[config.mk]
export PLATFORM = sky130hd
export DESIGN_NAME = cpu_run_controller
export DESIGN_NICKNAME = d
export VERILOG_FILES = /design/src/rtl/cpu_run_controller.sv
export SDC_FILE = /design/constraint.sdc
export NUM_CORES = 1
export LEC_CHECK = 0
export ABC_AREA = 1
export CAP_MARGIN = 30
export CORE_MARGIN = 2
export CORE_UTILIZATION = 28
export DETAILED_ROUTE_END_ITERATION = 12
export SLEW_MARGIN = 25
export SYNTH_ARGS = -nofsm -noshare
export SYNTH_HDL_FRONTEND = slang
export SYNTH_SLANG_ARGS = --single-unit
[constraint.sdc]
create_clock -name CLK -period 2.8 [get_ports CLK]
set_input_delay 0.42 -clock CLK [delete_from_list [all_inputs] [get_ports CLK]]
set_output_delay 0.42 -clock CLK [all_outputs]
set_load 0.005 [all_outputs]
[src/rtl/cpu_run_controller.sv]
// Run/step/halt sequencer: fetches instruction bytes, hands them to the datapath and tracks pc/count.
// Optional macro STEP_MODE_EN enables single-instruction stepping via step_btn.
module cpu_run_controller #(
  parameter logic [7:0] HALT_OPCODE = 8'hFF,
  parameter int         MEM_TIMEOUT = 15
) (
  input  logic        CLK,
  input  logic        reset,
  input  logic        run_btn,
  input  logic        step_btn,
  input  logic        halt_btn,
  output logic        mem_req,
  output logic [7:0]  mem_addr,
  input  logic        mem_ack,
  input  logic [7:0]  mem_data,
  output logic [7:0]  instr,
  output logic        instr_valid,
  input  logic        cpu_done,
  input  logic [7:0]  next_pc,
  output logic [7:0]  pc,
  output logic        running,
  output logic        halted,
  output logic        fault,
  output logic [15:0] instr_count
);

  typedef enum logic [2:0] {
    S_IDLE,
    S_FETCH,
    S_EXEC,
    S_HALT,
    S_FAULT
  } state_t;

  localparam logic [3:0] TMO_LIMIT = 4'(MEM_TIMEOUT);

  state_t      state_q, state_d;
  logic [7:0]  pc_q, pc_d;
  logic [7:0]  instr_q, instr_d;
  logic [15:0] cnt_q, cnt_d;
  logic [3:0]  tmo_q, tmo_d;
  logic        halt_pend_q, halt_pend_d;
  logic        ivld_q, ivld_d;
  logic        step_q, step_d;
  logic [3:0]  tmo_inc;

  assign tmo_inc = tmo_q + 4'd1;

  always_comb begin
    state_d     = state_q;
    pc_d        = pc_q;
    instr_d     = instr_q;
    cnt_d       = cnt_q;
    tmo_d       = tmo_q;
    halt_pend_d = halt_pend_q;
    step_d      = step_q;
    ivld_d      = 1'b0;
    case (state_q)
      S_IDLE: begin
        if (run_btn) begin
          state_d = S_FETCH;
          tmo_d   = 4'd0;
          step_d  = 1'b0;
`ifdef STEP_MODE_EN
        end else if (step_btn) begin
          state_d = S_FETCH;
          tmo_d   = 4'd0;
          step_d  = 1'b1;
`endif
        end
      end
      S_FETCH: begin
        if (halt_btn) halt_pend_d = 1'b1;
        if (mem_ack) begin
          // A halt opcode never reaches the datapath and is not counted.
          if (mem_data == HALT_OPCODE) begin
            state_d = S_HALT;
          end else begin
            state_d = S_EXEC;
            instr_d = mem_data;
            ivld_d  = 1'b1;
          end
        end else if (tmo_inc == TMO_LIMIT) begin
          state_d = S_FAULT;
        end else begin
          tmo_d = tmo_inc;
        end
      end
      S_EXEC: begin
        if (halt_btn) halt_pend_d = 1'b1;
        if (cpu_done) begin
          pc_d = next_pc;
          if (cnt_q != 16'hFFFF) cnt_d = cnt_q + 16'd1;
          if (step_q || halt_pend_q || halt_btn) begin
            state_d     = S_IDLE;
            halt_pend_d = 1'b0;
            step_d      = 1'b0;
          end else begin
            state_d = S_FETCH;
            tmo_d   = 4'd0;
          end
        end
      end
      S_HALT:  state_d = S_HALT;
      S_FAULT: state_d = S_FAULT;
      default: state_d = S_IDLE;
    endcase
  end

  always_ff @(posedge CLK or negedge reset) begin
    if (!reset) begin
      state_q     <= S_IDLE;
      pc_q        <= 8'h00;
      instr_q     <= 8'h00;
      cnt_q       <= 16'h0000;
      tmo_q       <= 4'd0;
      halt_pend_q <= 1'b0;
      ivld_q      <= 1'b0;
    end else begin
      state_q     <= state_d;
      pc_q        <= pc_d;
      instr_q     <= instr_d;
      cnt_q       <= cnt_d;
      tmo_q       <= tmo_d;
      halt_pend_q <= halt_pend_d;
      ivld_q      <= ivld_d;
    end
  end

`ifdef STEP_MODE_EN
  always_ff @(posedge CLK or negedge reset) begin
    if (!reset) step_q <= 1'b0;
    else        step_q <= step_d;
  end
`else
  logic unused_step;
  assign step_q      = 1'b0;
  assign unused_step = step_btn ^ step_d;
`endif

  // Request decodes straight from state so an async reset drops it with no clock edge.
  assign mem_req     = (state_q == S_FETCH);
  assign mem_addr    = pc_q;
  assign instr       = instr_q;
  assign instr_valid = ivld_q;
  assign pc          = pc_q;
  assign running     = (state_q == S_FETCH) || (state_q == S_EXEC);
  assign halted      = (state_q == S_HALT);
  assign fault       = (state_q == S_FAULT);
  assign instr_count = cnt_q;

endmodule

Word level (Yosys, flattened, before mapping)
Index checks and enable logic that the tools add are counted.
{"block": "word_totals", "out_inout_bits": 45, "reg_bits": 41, "in_bits": 23}
{"block": "classes", "n_bitwise": 1, "n_addsub": 2, "reduce_logical": 10, "n_eq_ne": 13, "n_mux": 20}
{"operator": "2-to-1 mux 4 bit", "count": 5}
{"operator": "adder 16 x 1 -> 16 bit, second input constant", "count": 1}
{"operator": "inequality test 16 bit, second input constant", "count": 1}
{"operator": "one-hot mux 3 bit (5 select lines)", "count": 1}
{"operator": "2-to-1 mux 3 bit", "count": 4}
{"operator": "one-hot mux 4 bit (3 select lines)", "count": 1}
{"operator": "inequality test 2 bit, second input constant", "count": 5}
{"operator": "AND reduction 3 bit", "count": 3}
{"operator": "== test 8 bit, second input constant", "count": 1}
{"operator": "2-to-1 mux 1 bit", "count": 8}
{"operator": "== test 3 x 2 -> 1 bit, second input constant", "count": 2}
{"operator": "AND reduction 6 bit", "count": 1}
{"operator": "adder 4 x 1 -> 4 bit, second input constant", "count": 1}
{"operator": "== test 4 bit, second input constant", "count": 1}
{"operator": "== test 3 x 1 -> 1 bit, second input constant", "count": 1}
{"operator": "== test 3 bit, second input constant", "count": 1}
{"operator": "zero test 3 bit", "count": 1}
{"operator": "inequality test 3 x 1 -> 1 bit, second input constant", "count": 1}
{"operator": "nonzero test 3 bit", "count": 1}
{"operator": "logical OR 1 bit", "count": 2}
{"operator": "one-hot mux 1 bit (2 select lines)", "count": 1}
{"operator": "AND reduction 2 bit", "count": 1}
{"operator": "nonzero test 2 bit", "count": 1}
{"operator": "NOT 1 bit", "count": 1}

Longest topological paths before layout
{"block": "logic_depth", "depth_word": 5, "depth_mapped": 9, "mapped_depth_nobuf": 9}

Worst setup path after synthesis
No wires, ideal clock.
{"block": "synth_path", "path_type": "reg2reg", "from": "reg cnt_q[0] (netlist: instr_count[0])", "to": "reg cnt_q[5] (netlist: instr_count[5])", "stages_incl_launch_ff": 10, "n_path_buf": 1, "period_less_slack_ps": 1535, "t_arrival_ps": 1419, "required_time_ps": 2683, "setup_ps": 117, "path_slack_ps": 1265, "path_cell_list": "dfrtp_1 > ha_1 > nand3_2 > nor3_4 > nand2_2 > nand2_4 > nand2_4 > buf_6 > nand2_1 > nand2_1"}
{"block": "synth_via", "elab_chain_len": 2}
{"element": "start, declared", "line": "40", "rtl": "logic [15:0] cnt_q, cnt_d;"}
{"element": "start signal, assigned", "line": "123", "rtl": "cnt_q <= cnt_d;"}
{"element": "branches (longest 2 deep; another with adder 16 x 1 -> 16 bit)"}
Several ways; the timed one is not identified.
A chain may end at the register's enable or synchronous reset.

Final worst setup path
{"block": "layout_path", "from": "reg state_q[1]", "to": "out running"}
{"block": "layout_via", "elab_chain_len": 2}
{"element": "start, declared", "line": "37", "rtl": "state_t state_q, state_d;"}
{"element": "start signal, assigned", "line": "120", "rtl": "state_q <= state_d;"}
{"element": "== test 3 x 1 -> 1 bit / == test 3 x 2 -> 1 bit (equally long branches)", "line": "147", "rtl": "assign running = (state_q == S_FETCH) || (state_q == S_EXEC);"}
{"element": "logical OR 1 bit (*)", "line": "147"}
{"element": "end, declared", "line": "21", "rtl": "output logic running,"}
Mark *: on every way between the ends. The rest lies on a longest branch, timed or not.

==> key figures <==
Global route
  • Grt total ovfl: 0
  • First-pass GRT wire length: 8.618 mm
  • Initial antenna violation count: 0
  • Largest net degree at the start of global routing: 22
  • Total track usage: 12.28%
  • Vias in the first global route: 1860

Synth
  • Top cells by area, synth: dfrtp_1 (45%), nand2_1 (17%), nand3_1 (6.8%)
  • Register area share after synthesis: 45.25%
  • Synthesized flop and latch total: 41
  • Synth unique cells: 27
  • Synth warnings: 0
  • Synth Area per Inst: 8.214 µm²
  • Post-Syn Nets: 302
  • Synth Cell Area: 2267 µm²
  • Largest area contributor in the netlist: dfrtp_1
  • Post-synth top area share: 45.25%
  • Cells after Synth: 276

Worst setup path
  • Crit path launch type: flip-flop
  • Largest delay contributor family on the critical path: buffers and inverters
  • Critical Path Fanout Max: 6
  • Critical path arrival: 1.65 ns
  • Setup CP Type: flip-flop to output port
  • CP bufs+invs: 2
  • CP Capture Type: output port
  • CP cell instances: inv_1 -> nand3_1 -> nand2_1 -> clkdlybuf4s50_1
  • CP required: 2.38 ns
  • Worst stage delay on the critical path: 0.52 ns
  • Slowest CP cell: clkdlybuf4s50_1

CTS
  • Clk_lat worst skew: 0.29 ns
  • Postcts setup bufs: 0
  • Clock buffers created by TritonCTS: 5
  • CTS Sinks: 41
  • Worst-path clk slew: 0.08 ns
  • Clock Tree Buf Depth: 2
  • Clock Tree Root: clkbuf_8
  • Cts hold-fix bufs: 0
  • CTS tree: built
  • Post-cts resize count: 0
  • H-tree depth: 2

Place
  • Gpl congestion: 0.8370
  • Total placed cells including tap cells: 433
  • Placed inst area: 2972 µm²
  • Dpl hpwl: 3.780 mm
  • IO Port Bufs: 66

Final layout
  • Fill count: 812
  • Post-layout util: 39.34%
  • Area grow syn2layout: 34.77%
  • # nets final: 364
  • Finished Cell Area: 3055 µm²
  • Final instance count without filler cells: 441
  • Share of layout cells above drive strength 1: 8.260%
  • Ant diodes: 0

Floorplan
  • Die ar.: 8833 µm²
  • Die W: 93.99 µm
  • Die H: 93.99 µm
  • IO Pins: 68
  • Core ar.: 7767 µm²
  • Row count: 32
  • Initial Util: 29.19%

Routing
  • Routed Antenna Nets: 0
  • Initial DRC count: 58
  • Drt first pass iters: 4
  • Final routed DRC violation total: 0
  • WL per Instance: 11.50 µm
  • Vias per Instance: 4.458
  • Overall routed net length: 5.071 mm
  • Total number of vias: 1966

Power
  • LEAKAGE: 0.001451 µW
  • PD cells: 805.5 nW/µm²
  • Pwr Total: 2461 µW
  • Max VDD drop: 0.3715 mV

STA
  • Worst-Margin Slew: 0.8188 ns
  • Hold Fails Final Rpt: 0
  • Max-slew headroom: 45.41%
  • Setup-failing EPs final: 0
  • RSZ-0062 raised after global routing: false
  • Tcrit/Tclk final: 73.85%
  • Fmax: 483.6 MHz
  • Total negative slack: 0 ns
  • Tmin final: 2.068 ns
  • Max Slew Vio Count: 0
  • Post-Route Skew: 0.007487 ns

Flow run
  • Max-cap viol count: 0

Hold path
  • Hold Crit Class: primary input to asynchronous set/reset pin

Outcome
  • Status: finished clean
Yosys cell counts, drive strengths merged:
| library cell | number |
|---|---|
| o21ai | 2 |
| nand3 | 33 |
| nand2 | 105 |
| dfrtp | 41 |
| nor3 | 3 |
| ha | 3 |
| nor2 | 28 |
| and2 | 1 |
| nand3b | 1 |
| mux2 | 8 |
| nand4 | 5 |
| buf | 12 |
| or2 | 1 |
| inv | 19 |
| xnor2 | 7 |
| clkinv | 1 |
| xor2 | 5 |
| o31ai | 1 |
flip-flops by register name, summed over array words and instances (netlist names):
name         flops
tmo_q            4
halt_pend_q      1
state_q          3
instr            8
mem_addr         8
instr_count     16
instr_valid      1
area by class of cell:
type / count / area (µm²) / share of cell area, %
multi-input combinational: 203 / 1060 / 34.68
clock buffer: 7 / 76.32 / 2.498
tap: 102 / 127.6 / 4.177
sequential: 41 / 1026 / 33.58
timing repair buffer: 67 / 683.2 / 22.36
clock inverter: 1 / 7.507 / 0.2457
inverter: 20 / 75.07 / 2.457
worst reg2reg max path, cell delays in order, from the launching register on:
cell and delay (ns):
dfrtp_1 0.46, nand2_1 0.14, o31ai_4 0.68, nand2_4 0.25, nand2_1 0.13, nand2_1 0.05
kinds of logic after synthesis:
logic type	count (synthesis)	synth area share, %
buffers and inverters	32	8.002
adder cells (fa/ha/maj)	3	1.656
XOR/XNOR	12	4.636
flip-flops	41	45.25
AND/OR/NAND/NOR	177	35.10
multiplexers	8	3.974
AO/OA/AOI/OAI	3	1.380
path summary, 6_finish.rpt:
kind                                       from             end  slack [ns]  cells after the start
worst min register to register         instr[6]        instr[6]        0.48                      2
worst min-delay path                      reset     mem_addr[0]        0.11                      1
worst max-delay path                 state_q[1]         running        0.73                      4
worst max register to register  instr_count[13]  instr_count[8]        0.98                      5
max in group asynchronous                 reset        tmo_q[0]        2.20                      2
min in group CLK                       instr[6]        instr[6]        0.48                      2
routing by layer:
metal / vias to the layer above / track usage [%] / wire, µm
li1: 990 / - / -
met1: 924 / 15.39 / 2291
met2: 46 / 21.01 / 2485
met3: 6 / 3.050 / 241
met4: 0 / 3.261 / 53
met5: - / 0 / 0
through the flow:
stage | worst slack (ns) | hold slack, ns
final | 0.7321 | 0.1069
after global routing | 0.6093 | 0.1236
after detailed placement | 0.8301 | 0.4397
after floorplan | 1.265 | 0.1244
after global placement | 0.8197 | 0.4650
after CTS | 0.7229 | 0.1141
layout by cell type (no fill, tap or decap), types with 7 or more instances in the layout:
cell type	instances
clkdlybuf4s50_1	65
dfrtp_1	41
inv_1	17
mux2_2	8
nand2_1	101
nand3_1	31
nor2_1	27
xnor2_1	7
where the power goes:
part	leakage (µW)	switching, µW	internal (µW)
Sequential	0.000533	163	780
Combinational	0.000879	497	638
Clock	0.0000385	208	177
(Power assumes the default switching activity.)
